## src/rtl/trig_pkg.sv

```systemverilog
// Shared definitions for the multi-channel trigger: config bit layout and FSM states.
package trig_pkg;

  localparam int unsigned CFG_W     = 5;
  localparam int unsigned CFG_FORCE = 0;
  localparam int unsigned CFG_LOW   = 1;
  localparam int unsigned CFG_HIGH  = 2;
  localparam int unsigned CFG_NEG   = 3;
  localparam int unsigned CFG_POS   = 4;

  typedef enum logic [1:0] {
    StIdle,
    StHoldoff,
    StArmed,
    StTriggered
  } state_e;

endpackage

```

## src/rtl/trig_channel.sv

```systemverilog
// One scope channel: registered comparator levels, sticky edge flags and the qualified
// trigger term selected by the channel's config bits.
module trig_channel
  import trig_pkg::*;
(
  input  logic             clk_i,
  input  logic             rst_i,
  input  logic             ch_hi_i,
  input  logic             ch_lo_i,
  input  logic [CFG_W-1:0] cfg_i,
  input  logic             armed_i,
  input  logic             clr_i,
  output logic             ch_trig_o
);

  logic hi_q, hi_d;
  logic lo_q, lo_d;
  logic pos_q, pos_d;
  logic neg_q, neg_d;

  always_comb begin
    hi_d  = ch_hi_i;
    lo_d  = ~ch_lo_i;
    pos_d = pos_q;
    neg_d = neg_q;
    // Clearing on an accepted arm/disarm takes priority over a same-cycle edge.
    if (clr_i) begin
      pos_d = 1'b0;
      neg_d = 1'b0;
    end else if (armed_i) begin
      if (ch_hi_i && !hi_q) pos_d = 1'b1;
      if (!ch_lo_i && !lo_q) neg_d = 1'b1;
    end
  end

  always_ff @(posedge clk_i) begin
    if (rst_i) begin
      hi_q  <= 1'b0;
      lo_q  <= 1'b0;
      pos_q <= 1'b0;
      neg_q <= 1'b0;
    end else begin
      hi_q  <= hi_d;
      lo_q  <= lo_d;
      pos_q <= pos_d;
      neg_q <= neg_d;
    end
  end

  assign ch_trig_o = cfg_i[CFG_FORCE]
                   | (cfg_i[CFG_LOW]  & lo_q)
                   | (cfg_i[CFG_HIGH] & hi_q)
                   | (cfg_i[CFG_NEG]  & neg_q)
                   | (cfg_i[CFG_POS]  & pos_q);

endmodule

```

## src/rtl/multi_channel_trigger.sv

```systemverilog
// Oscilloscope trigger: combines per-channel qualified terms (OR/AND of enabled channels)
// and runs the idle/holdoff/armed/triggered sequencer.
module multi_channel_trigger
  import trig_pkg::*;
#(
  parameter int unsigned NUM_CH = 5,
  parameter int unsigned HOLD_W = 16
) (
  input  logic                    clk,
  input  logic                    rst,
  input  logic [NUM_CH-1:0]       ch_hi,
  input  logic [NUM_CH-1:0]       ch_lo,
  input  logic [NUM_CH*CFG_W-1:0] ch_cfg,
  input  logic                    combine_and,
  input  logic [HOLD_W-1:0]       holdoff,
  input  logic                    arm,
  input  logic                    disarm,
  output logic                    armed,
  output logic                    triggered,
  output logic                    trig_pulse,
  output logic [NUM_CH-1:0]       ch_trig
);

  localparam logic [HOLD_W-1:0] HoldOne = 1;

  state_e            state_q, state_d;
  logic [HOLD_W-1:0] cnt_q, cnt_d;
  logic              pulse_q, pulse_d;
  logic [NUM_CH-1:0] ch_en;
  logic              fire;
  logic              in_armed;
  logic              clr;

  assign in_armed = (state_q == StArmed);
  assign clr      = arm | disarm;

  for (genvar i = 0; i < NUM_CH; i++) begin : g_ch
    trig_channel u_ch (
      .clk_i     (clk),
      .rst_i     (rst),
      .ch_hi_i   (ch_hi[i]),
      .ch_lo_i   (ch_lo[i]),
      .cfg_i     (ch_cfg[CFG_W*i +: CFG_W]),
      .armed_i   (in_armed),
      .clr_i     (clr),
      .ch_trig_o (ch_trig[i])
    );
    assign ch_en[i] = |ch_cfg[CFG_W*i +: CFG_W];
  end

  // Disabled channels are neutral in both modes; no enabled channel never fires.
  always_comb begin
    if (combine_and) fire = (|ch_en) && (&(ch_trig | ~ch_en));
    else             fire = |(ch_trig & ch_en);
  end

  always_ff @(posedge clk) begin
    if (rst) begin
      state_q <= StIdle;
      cnt_q   <= '0;
      pulse_q <= 1'b0;
    end else begin
      state_q <= state_d;
      cnt_q   <= cnt_d;
      pulse_q <= pulse_d;
    end
  end

  always_comb begin
    state_d = state_q;
    cnt_d   = cnt_q;
    if (disarm) begin
      state_d = StIdle;
      cnt_d   = '0;
    end else if (arm) begin
      if (holdoff == '0) begin
        state_d = StArmed;
        cnt_d   = '0;
      end else begin
        state_d = StHoldoff;
        cnt_d   = holdoff - HoldOne;
      end
    end else begin
      case (state_q)
        StHoldoff: begin
          if (cnt_q == '0) state_d = StArmed;
          else             cnt_d   = cnt_q - HoldOne;
        end
        StArmed: begin
          if (fire) state_d = StTriggered;
        end
        default: ;
      endcase
    end
    pulse_d = (state_q == StArmed) && (state_d == StTriggered);
  end

  always_comb begin
    armed      = (state_q == StArmed);
    triggered  = (state_q == StTriggered);
    trig_pulse = pulse_q;
  end

endmodule

```

## config.mk

```make
export PLATFORM = sky130hd
export DESIGN_NAME = multi_channel_trigger
export DESIGN_NICKNAME = d
export VERILOG_FILES = /design/src/rtl/trig_pkg.sv /design/src/rtl/trig_channel.sv /design/src/rtl/multi_channel_trigger.sv
export SDC_FILE = /design/constraint.sdc
export NUM_CORES = 1
export LEC_CHECK = 0
export BUFFER_PORTS_ARGS = -buffer_cell sky130_fd_sc_hd__buf_2
export CAP_MARGIN = 0
export CORE_ASPECT_RATIO = 2
export CORE_MARGIN = 5
export CORE_UTILIZATION = 55
export CTS_BUF_LIST = sky130_fd_sc_hd__clkbuf_16
export CTS_CLUSTER_SIZE = 14
export DETAILED_ROUTE_END_ITERATION = 8
export GPL_ROUTABILITY_DRIVEN = 0
export PLACE_DENSITY = 0.83
export RECOVER_POWER = 50
export SYNTH_ARGS = -nofsm -noshare
export SYNTH_HDL_FRONTEND = slang
export SYNTH_SLANG_ARGS = --single-unit
```

## constraint.sdc

```tcl
create_clock -name clk -period 4.4 [get_ports clk]
set_input_delay 0.44 -clock clk [delete_from_list [all_inputs] [get_ports clk]]
set_output_delay 0.44 -clock clk [all_outputs]
set_load 0.02 [all_outputs]
```

### After elaboration in Yosys (flattened, before gate mapping)

Index checks and enable logic that the tools add are counted.

* bits in registers: 39
* word-level logic and storage cells: 141
* output and inout bits: 8

* add/sub/neg operators: 2
* reductions and logical operators: 51
* muxes and demuxes: 11
* equality and inequality tests: 5
* bitwise logic cells: 49

Operators by type and width (number)
* $mux 16: 4
* $logic_not 16->1: 2
* $sub 16x1->16 const B: 2
* $reduce_or 5->1: 6
* $reduce_or 25->1: 1
* $reduce_and 2->1: 11
* $or 1x1->1: 21
* $and 1x1->1: 20
* $logic_not 1->1: 15
* $logic_and 1x1->1: 12
* $mux 2: 5
* $eq 2x2->1 const B: 3
* $and 5x5->5: 1
* $not 1->1: 5
* $not 5->5: 1
* $or 5x5->5: 1
* $reduce_and 5->1: 1
* $pmux 2 s2: 1
* $reduce_or 2->1: 2
* $eq 2x1->1 const B: 1
* $ne 2x2->1 const B: 1
* $reduce_bool 2->1: 1
* $mux 1: 1

### Logic depth before layout (Yosys ltp)

Gate-level depths: netlist of run 1.

* word-level depth: 15
* depth in mapped cells: 8

### Hierarchy

A second synthesis of run 1 with hierarchy kept.

* cells, all modules: 291
* area, all modules: 2348.5 um^2

Modules (own cells, without submodules)
* multi_channel_trigger: area each 1622.8 um^2, sequential area each 380.4 um^2, instances 1, cells each 221
* trig_channel: area each 145.1 um^2, sequential area each 80.1 um^2, instances 5, cells each 14

### Least setup slack after synthesis of run 1

OpenSTA, ideal clock, no wires.

* kind: input to register
* from: input holdoff[0]
* to: register cnt_q[1]
* path slack: 2349 ps
* library setup time: 119 ps
* stages: 8
* arrival time: 1932 ps
* path through: inv_1 ha_1 nor3b_1 nand4_1 o21ai_2 buf_6 nor2_1 o221a_2

* cells in the longest elaborated chain, start to end: 3

Ends and longest elaborated chain
* start, declared: RTL line multi_channel_trigger.sv:15 `input logic [HOLD_W-1:0] holdoff,`
* $sub 16x1->16 / $logic_not 16->1 (equally long branches): RTL line multi_channel_trigger.sv:81, multi_channel_trigger.sv:76
* $mux 16 *: RTL line multi_channel_trigger.sv:76 `if (holdoff == '0) begin`
* $mux 16 *: RTL line multi_channel_trigger.sv:75 `end else if (arm) begin`
* end signal, assigned: RTL line multi_channel_trigger.sv:64 `cnt_q <= cnt_d;`
* end, declared: RTL line multi_channel_trigger.sv:27 `logic [HOLD_W-1:0] cnt_q, cnt_d;`

Every way passes the cells marked *; elsewhere a longest branch is shown, timed or not.
A chain may end at the register's enable or synchronous reset.

### Worst setup path after layout of run 1

* from: input holdoff[0]
* to: register cnt_q[3]

Same word-level chain as after synthesis.

==> results of run 1 <==
[routing by layer]
metal | part of all wire (%) | vias to the layer above
met2 | 52 | 143
met3 | 8.5 | 38
li1 | - | 1240
met4 | 6.8 | 0
met1 | 33 | 1181
met5 | 0 | -
[cells by family after synthesis]
logic type               count (synthesis)  synth area share (%)
adder cells (fa/ha/maj)                  6                  3.07
buffers and inverters                   29                  5.98
AO/OA/AOI/OAI                           83                  26.0
multiplexers                             1                 0.409
XOR/XNOR                                12                  4.29
AND/OR/NAND/NOR                        124                  28.4
flip-flops                              39                  31.9
[critical path, delay by kind of cell]
kind | cells | cell delay, ps
AO/OA/AOI/OAI | 3 | 1060
buffers and inverters | 2 | 180
AND/OR/NAND/NOR | 2 | 750
adder cells (fa/ha/maj) | 1 | 190
[placed cells by master, fill, tap and decap left out, types with 8 or more instances in the layout]
cell,synthesis,final
nand2_1,11,11
dfxtp_1,39,39
nor3_1,9,9
or4_1,9,9
a21oi_1,17,17
a31oi_1,8,8
buf_2,3,57
nor2_1,42,42
inv_1,14,14
[metrics by stage]
stage | util (%) | power (mW)
2_1_floorplan | - | 0.514
3_3_place_gp | 63.1 | 0.571
6_report | 66.7 | 0.975
5_1_grt | 66.7 | 1.01
4_1_cts | 66.9 | 0.975
3_5_place_dp | 63.1 | 0.576
[final timing paths]
| kind | end | startpoint | cells past startpoint | slack, ps |
|---|---|---|---|---|
| setup reg to reg | cnt_q[12]$_SDFFE_PP0P_ | cnt_q[0]$_SDFFE_PP0P_ | 7 | 2050 |
| setup / recovery | cnt_q[3]$_SDFFE_PP0P_ | holdoff[0] | 8 | 1950 |
| hold reg to reg | g_ch[4].u_ch.pos_q$_SDFFE_PP0P_ | g_ch[4].u_ch.pos_q$_SDFFE_PP0P_ | 2 | 470 |
| hold / removal | g_ch[4].u_ch.lo_q$_SDFF_PP0_ | ch_lo[4] | 2 | 330 |
[power by group through the flow]
stage	registers, mW	clock network (mW)	logic [mW]
finish	0.379	0.401	0.195
global route	0.380	0.418	0.213
CTS	0.378	0.404	0.193
detailed placement	0.386	0	0.190
global placement	0.386	0	0.185
floorplan	0.382	0	0.132
[sequential cells by signal, summed over array words and instances (netlist names)]
register,cells
g_ch.u_ch.pos_q,5
g_ch.u_ch.lo_q,5
trig_pulse,1
state_q,2
g_ch.u_ch.neg_q,5
g_ch.u_ch.hi_q,5
cnt_q,16
[final cells by class]
type	count	area share, %
Multi-Input combinational cell	226	52.6
Sequential cell	39	27.0
Timing Repair Buffer	63	10.6
Clock buffer	5	4.32
Tap cell	54	2.33
Inverter	14	1.82
Clock inverter	3	1.34
==> results.json, run 1 <==
{
  "status": "finished clean",
  "postPlaceCellArea_mm2": 0.00274,
  "p_sw_share_pct": 27.2,
  "drt_iter0_markers": 130,
  "drt_pre_antenna_iters": 6,
  "drtAntennaViolNets": 0,
  "cp_slowest_cell": "o21ai_2",
  "syn_avg_cell_area_um2": 8.33,
  "powerDensity_mw_per_mm2": 337,
  "peakVddDrop_mv": 0.272,
  "async_flop_share_pct": 0,
  "top_level_ports": 64,
  "grt_use_met2_pct": 43.2,
  "grt_pass1_wl_mm": 11.1,
  "yosysSeqAreaShare_pct": 31.9,
  "port_buffers": 63,
  "crit_path_end_kind": "register",
  "startpoint_type": "input port",
  "multi_input_comb_area_mm2": 0.00152,
  "ys_ff_latch": 39,
  "clkPwrFrac_pct": 41.1,
  "htreeDepth": 2,
  "path_clk_slew_ps": 60,
  "cp_data_required_time_ps": 4570,
  "worst_slack_ps": 1950,
  "grt_usage_pct": 23.2,
  "core-area_mm2": 0.00434,
  "cellLeakagePower_nw": 1.22,
  "place_ws_ps": 1660,
  "gr-usage-met1_pct": 20.4,
  "yosysMostFrequentCell": "nor2_1",
  "fin_crit_ps": 2450,
  "timing.fmax_mhz": 408,
  "rsz0062_at_grt": "false",
  "die_h_um": 104,
  "rows": 34,
  "crit_arrival_ps": 2620,
  "area_growth_pct": 18.2,
  "drc": 0,
  "ys.flop_type": "dfxtp_1",
  "seq_power_share_pct": 38.9,
  "synthCells": 294,
  "worstPathCellList": "buf_2 > inv_1 > ha_1 > nor3b_1 > nand4_1 > o21ai_2 > o22ai_1 > a32o_1",
  "cts_tree": "built",
  "fin_crit_sh_pct": 55.7,
  "ctsResizeCount": 0,
  "seqCellArea_um2": 781,
  "synth_top_area_share_pct": 31.9,
  "dieArea_mm2": 0.00597,
  "synth.area.top_cells": "dfxtp_1 (32%), nor2_1 (6.4%), a21oi_1 (3.5%), ha_1 (3.1%), or4_1 (2.8%)",
  "vias": 2602,
  "final.setup.tns_ps": 0,
  "yosys.area.top_type": "dfxtp_1",
  "start_util_pct": 56.4,
  "grt_antenna_before_repair": 0,
  "slew_headroom_pct": 38.3,
  "drv_cap": 0,
  "die_width_um": 57.2,
  "wl_mm": 6.98,
  "layout.cells.non_filler": 404,
  "synth_edf_count": 0,
  "p_sw_mw": 0.265,
  "syn_area_mm2": 0.00245,
  "setup_viol": 0,
  "yosysWarnings": 0,
  "cts_setup_buffers": 0,
  "numCtsBuffers": 5,
  "insertion_delay_ps": 280,
  "clockRootBuffer": "clkbuf_16",
  "critPathMaxStageDelay_ps": 650,
  "crit_type": "input port to register",
  "maxSlewViolCount": 0,
  "cts_sinks": 39,
  "synth_common_cells": "nor2_1 (42), dfxtp_1 (39), a21oi_1 (17)",
  "path_max_fanout": 16,
  "skew_ps": 6.56,
  "routedWlPerCell_um": 17.3,
  "finish.instance_area_mm2": 0.00289,
  "fin_nets": 411,
  "dp_hpwl_mm": 5.43,
  "synth_cell_types": 63,
  "antennaDiodeCount": 0,
  "timing.hold.ws_ps": 334,
  "cts_buffer_depth": 2,
  "holdBufCountCts": 0,
  "grt_busiest_layer": "met2",
  "fillCellCount": 400,
  "overflow": 0,
  "gr-usage-met3_pct": 4.47,
  "grt_max_degree": 21,
  "min_path_type": "input port to register",
  "p_comb_share_pct": 20.0,
  "synth_nets": 356,
  "hold_viol": 0,
  "dp.cells": 396,
  "grt_pass1_vias": 2505,
  "viasPerCell": 6.44,
  "drive_gt1_share_pct": 23.4,
  "internal_power_mw": 0.709,
  "tightest_slew_ps": 924
}
Note: power is estimated with default switching activity, not from simulation.
==> run 2: changes to the inputs <==
--- a/config.mk
+++ b/config.mk
@@ -9,12 +9,12 @@
 export CAP_MARGIN = 0
 export CORE_ASPECT_RATIO = 2
 export CORE_MARGIN = 5
-export CORE_UTILIZATION = 55
+export CORE_UTILIZATION = 48
 export CTS_BUF_LIST = sky130_fd_sc_hd__clkbuf_16
 export CTS_CLUSTER_SIZE = 14
 export DETAILED_ROUTE_END_ITERATION = 8
 export GPL_ROUTABILITY_DRIVEN = 0
-export PLACE_DENSITY = 0.83
+export PLACE_DENSITY = 0.77
 export RECOVER_POWER = 50
 export SYNTH_ARGS = -nofsm -noshare
 export SYNTH_HDL_FRONTEND = slang
==> constraint.sdc (replaced) <==
create_clock -name clk -period 2.25 [get_ports clk]
set_input_delay 0.225 -clock clk [delete_from_list [all_inputs] [get_ports clk]]
set_output_delay 0.225 -clock clk [all_outputs]
set_load 0.02 [all_outputs]
==> run 2 against run 1 <==
Effect of this change:
- total power increased by 100%
- sequential share of layout area decreased by 1.3 points
- cell count increased by 5.2%
- utilization decreased by 4.6 points
==> results.json, run 2 (same netlist as run 1, synthesis figures left out) <==
{
  "drive_gt1_share_pct": 28.0,
  "min_path_type": "input port to register",
  "die_width_um": 60.5,
  "reg2reg_from": "cnt_q[0]$_SDFFE_PP0P_",
  "routedWlPerCell_um": 17.3,
  "hold_depth": 2,
  "r2r_end": "cnt_q[3]$_SDFFE_PP0P_",
  "crit_type": "register to register",
  "fin_nets": 429,
  "viasPerCell": 6.23,
  "cts_tree": "built",
  "drv_cap": 0,
  "antennaDiodeCount": 0,
  "grt_usage_pct": 22.2,
  "crit_arrival_ps": 2340,
  "grt_max_degree": 20,
  "status": "finished clean",
  "grt_pass1_vias": 2644,
  "core-area_mm2": 0.00491,
  "tightest_slew_ps": 565,
  "slew_headroom_pct": 62.3,
  "multi_input_comb_area_mm2": 0.00152,
  "start_util_pct": 49.9,
  "skew_ps": 4.87,
  "gr-usage-met3_pct": 3.61,
  "peakVddDrop_mv": 0.530,
  "reg2reg_setup_slack_ps": 80,
  "path_max_fanout": 6,
  "grt_use_met2_pct": 41.3,
  "drc": 0,
  "holdBufCountCts": 0,
  "cts_buffer_depth": 2,
  "fin_crit_ps": 2170,
  "seqCellArea_um2": 783,
  "cellLeakagePower_nw": 1.32,
  "drtAntennaViolNets": 0,
  "rows": 36,
  "dp_hpwl_mm": 5.79,
  "port_buffers": 63,
  "reg2reg_depth": 8,
  "overflow": 0,
  "vias": 2648,
  "startpoint_type": "register",
  "grt_busiest_layer": "met2",
  "rsz0062_at_grt": "false",
  "timing.hold.ws_ps": 113,
  "crit_path_end_kind": "register",
  "hp-start": "ch_lo[3]",
  "drt_iter0_markers": 131,
  "largest_reg_flops": 16,
  "fin_crit_sh_pct": 96.4,
  "die_h_um": 111,
  "final_cell_mix": "buf_2 (58), nor2_1 (42), dfxtp_1 (37)",
  "gr-usage-met1_pct": 19.8,
  "hold_end": "g_ch[3].u_ch.lo_q$_SDFF_PP0_",
  "area_growth_pct": 24.6,
  "cts_sinks": 39,
  "clockRootBuffer": "clkbuf_16",
  "drt_pre_antenna_iters": 4,
  "cp_data_required_time_ps": 2420,
  "top_level_ports": 64,
  "fillCellCount": 463,
  "insertion_delay_ps": 280,
  "grt_antenna_before_repair": 0,
  "htreeDepth": 2,
  "path_clk_slew_ps": 60,
  "dieArea_mm2": 0.00672,
  "layout_commonest_cell": "buf_2",
  "final.setup.tns_ps": 0,
  "grt_pass1_wl_mm": 11.4,
  "largest_register": "cnt_q",
  "setup_viol": 0,
  "timing.fmax_mhz": 461,
  "numCtsBuffers": 5,
  "wl_mm": 7.35,
  "powerDensity_mw_per_mm2": 640,
  "maxSlewViolCount": 0,
  "hold_viol": 0
}
==> run 2: cell count changes in the layout (fill, tap and decap cells not counted) <==
cell,change
buf_4,+16
dfxtp_1,-2
dfxtp_2,+2
buf_12,+1
buf_2,+1
clkinv_1,-1
clkinv_4,+1
==> run 2: worst max path at each step <==
stage                                from                      to  slack, ps  depth (start not counted)
floorplan           cnt_q[0]$_SDFFE_PP0P_   cnt_q[3]$_SDFFE_PP0P_        240                          7
global placement    cnt_q[0]$_SDFFE_PP0P_   cnt_q[1]$_SDFFE_PP0P_        100                          6
detailed placement  cnt_q[1]$_SDFFE_PP0P_  cnt_q[15]$_SDFFE_PP0P_         30                          6
CTS                 cnt_q[1]$_SDFFE_PP0P_  cnt_q[15]$_SDFFE_PP0P_         20                          6
global route        cnt_q[0]$_SDFFE_PP0P_   cnt_q[3]$_SDFFE_PP0P_         30                          8
finish              cnt_q[0]$_SDFFE_PP0P_   cnt_q[3]$_SDFFE_PP0P_         80                          8
==> run 2: per-stage QoR <==
stage | std cells | util, % | power [mW] | setup slack (ps) | cell area [µm²]
6_report | 425 | 62.1 | 1.95 | 81.5 | 3050
4_1_cts | 424 | 62.1 | 1.96 | 19.0 | 3050
5_1_grt | 425 | 62.1 | 2.04 | 31.2 | 3050
2_1_floorplan | 294 | - | 1.01 | 239 | 2450
3_5_place_dp | 416 | 58.7 | 1.15 | 31.1 | 2880
3_3_place_gp | 416 | 58.7 | 1.14 | 97.4 | 2880
==> run 2: critical path, cell delays in order (launching register included) <==
cell	delay, ps
dfxtp_2	360
inv_1	50
ha_1	220
or3b_2	250
nor4_4	60
buf_4	170
or2b_4	280
or4_1	400
a32o_1	270
==> run 2: final cells by class <==
type | count | area share (%)
flip-flops and latches | 39 | 25.7
multi-input cells | 226 | 49.9
clock buffers | 5 | 4.10
inverters | 14 | 1.72
well taps | 57 | 2.34
repair buffers | 81 | 14.8
clock inverters | 3 | 1.44
==> run 2: routing by layer <==
layer / vias to the layer above / share of wire [%]
met5: - / 0
met4: 0 / 5.7
met1: 1212 / 34
li1: 1275 / -
met3: 32 / 7.1
met2: 129 / 53
==> run 2: repair_timing <==
| action | 4_1_cts | 5_1_grt |
|---|---|---|
| buffers inserted | 0 | 1 |
| gates resized for setup | 0 | 2 |
| setup endpoints to repair | 0 | 11 |
| hold endpoints to repair | 0 | 0 |
==> run 2: report_power, final <==
group	switching [mW]	internal [mW]	leakage (nW)
logic	0.235	0.182	0.912
registers	0.0202	0.716	0.319
clock network	0.277	0.522	0.0838
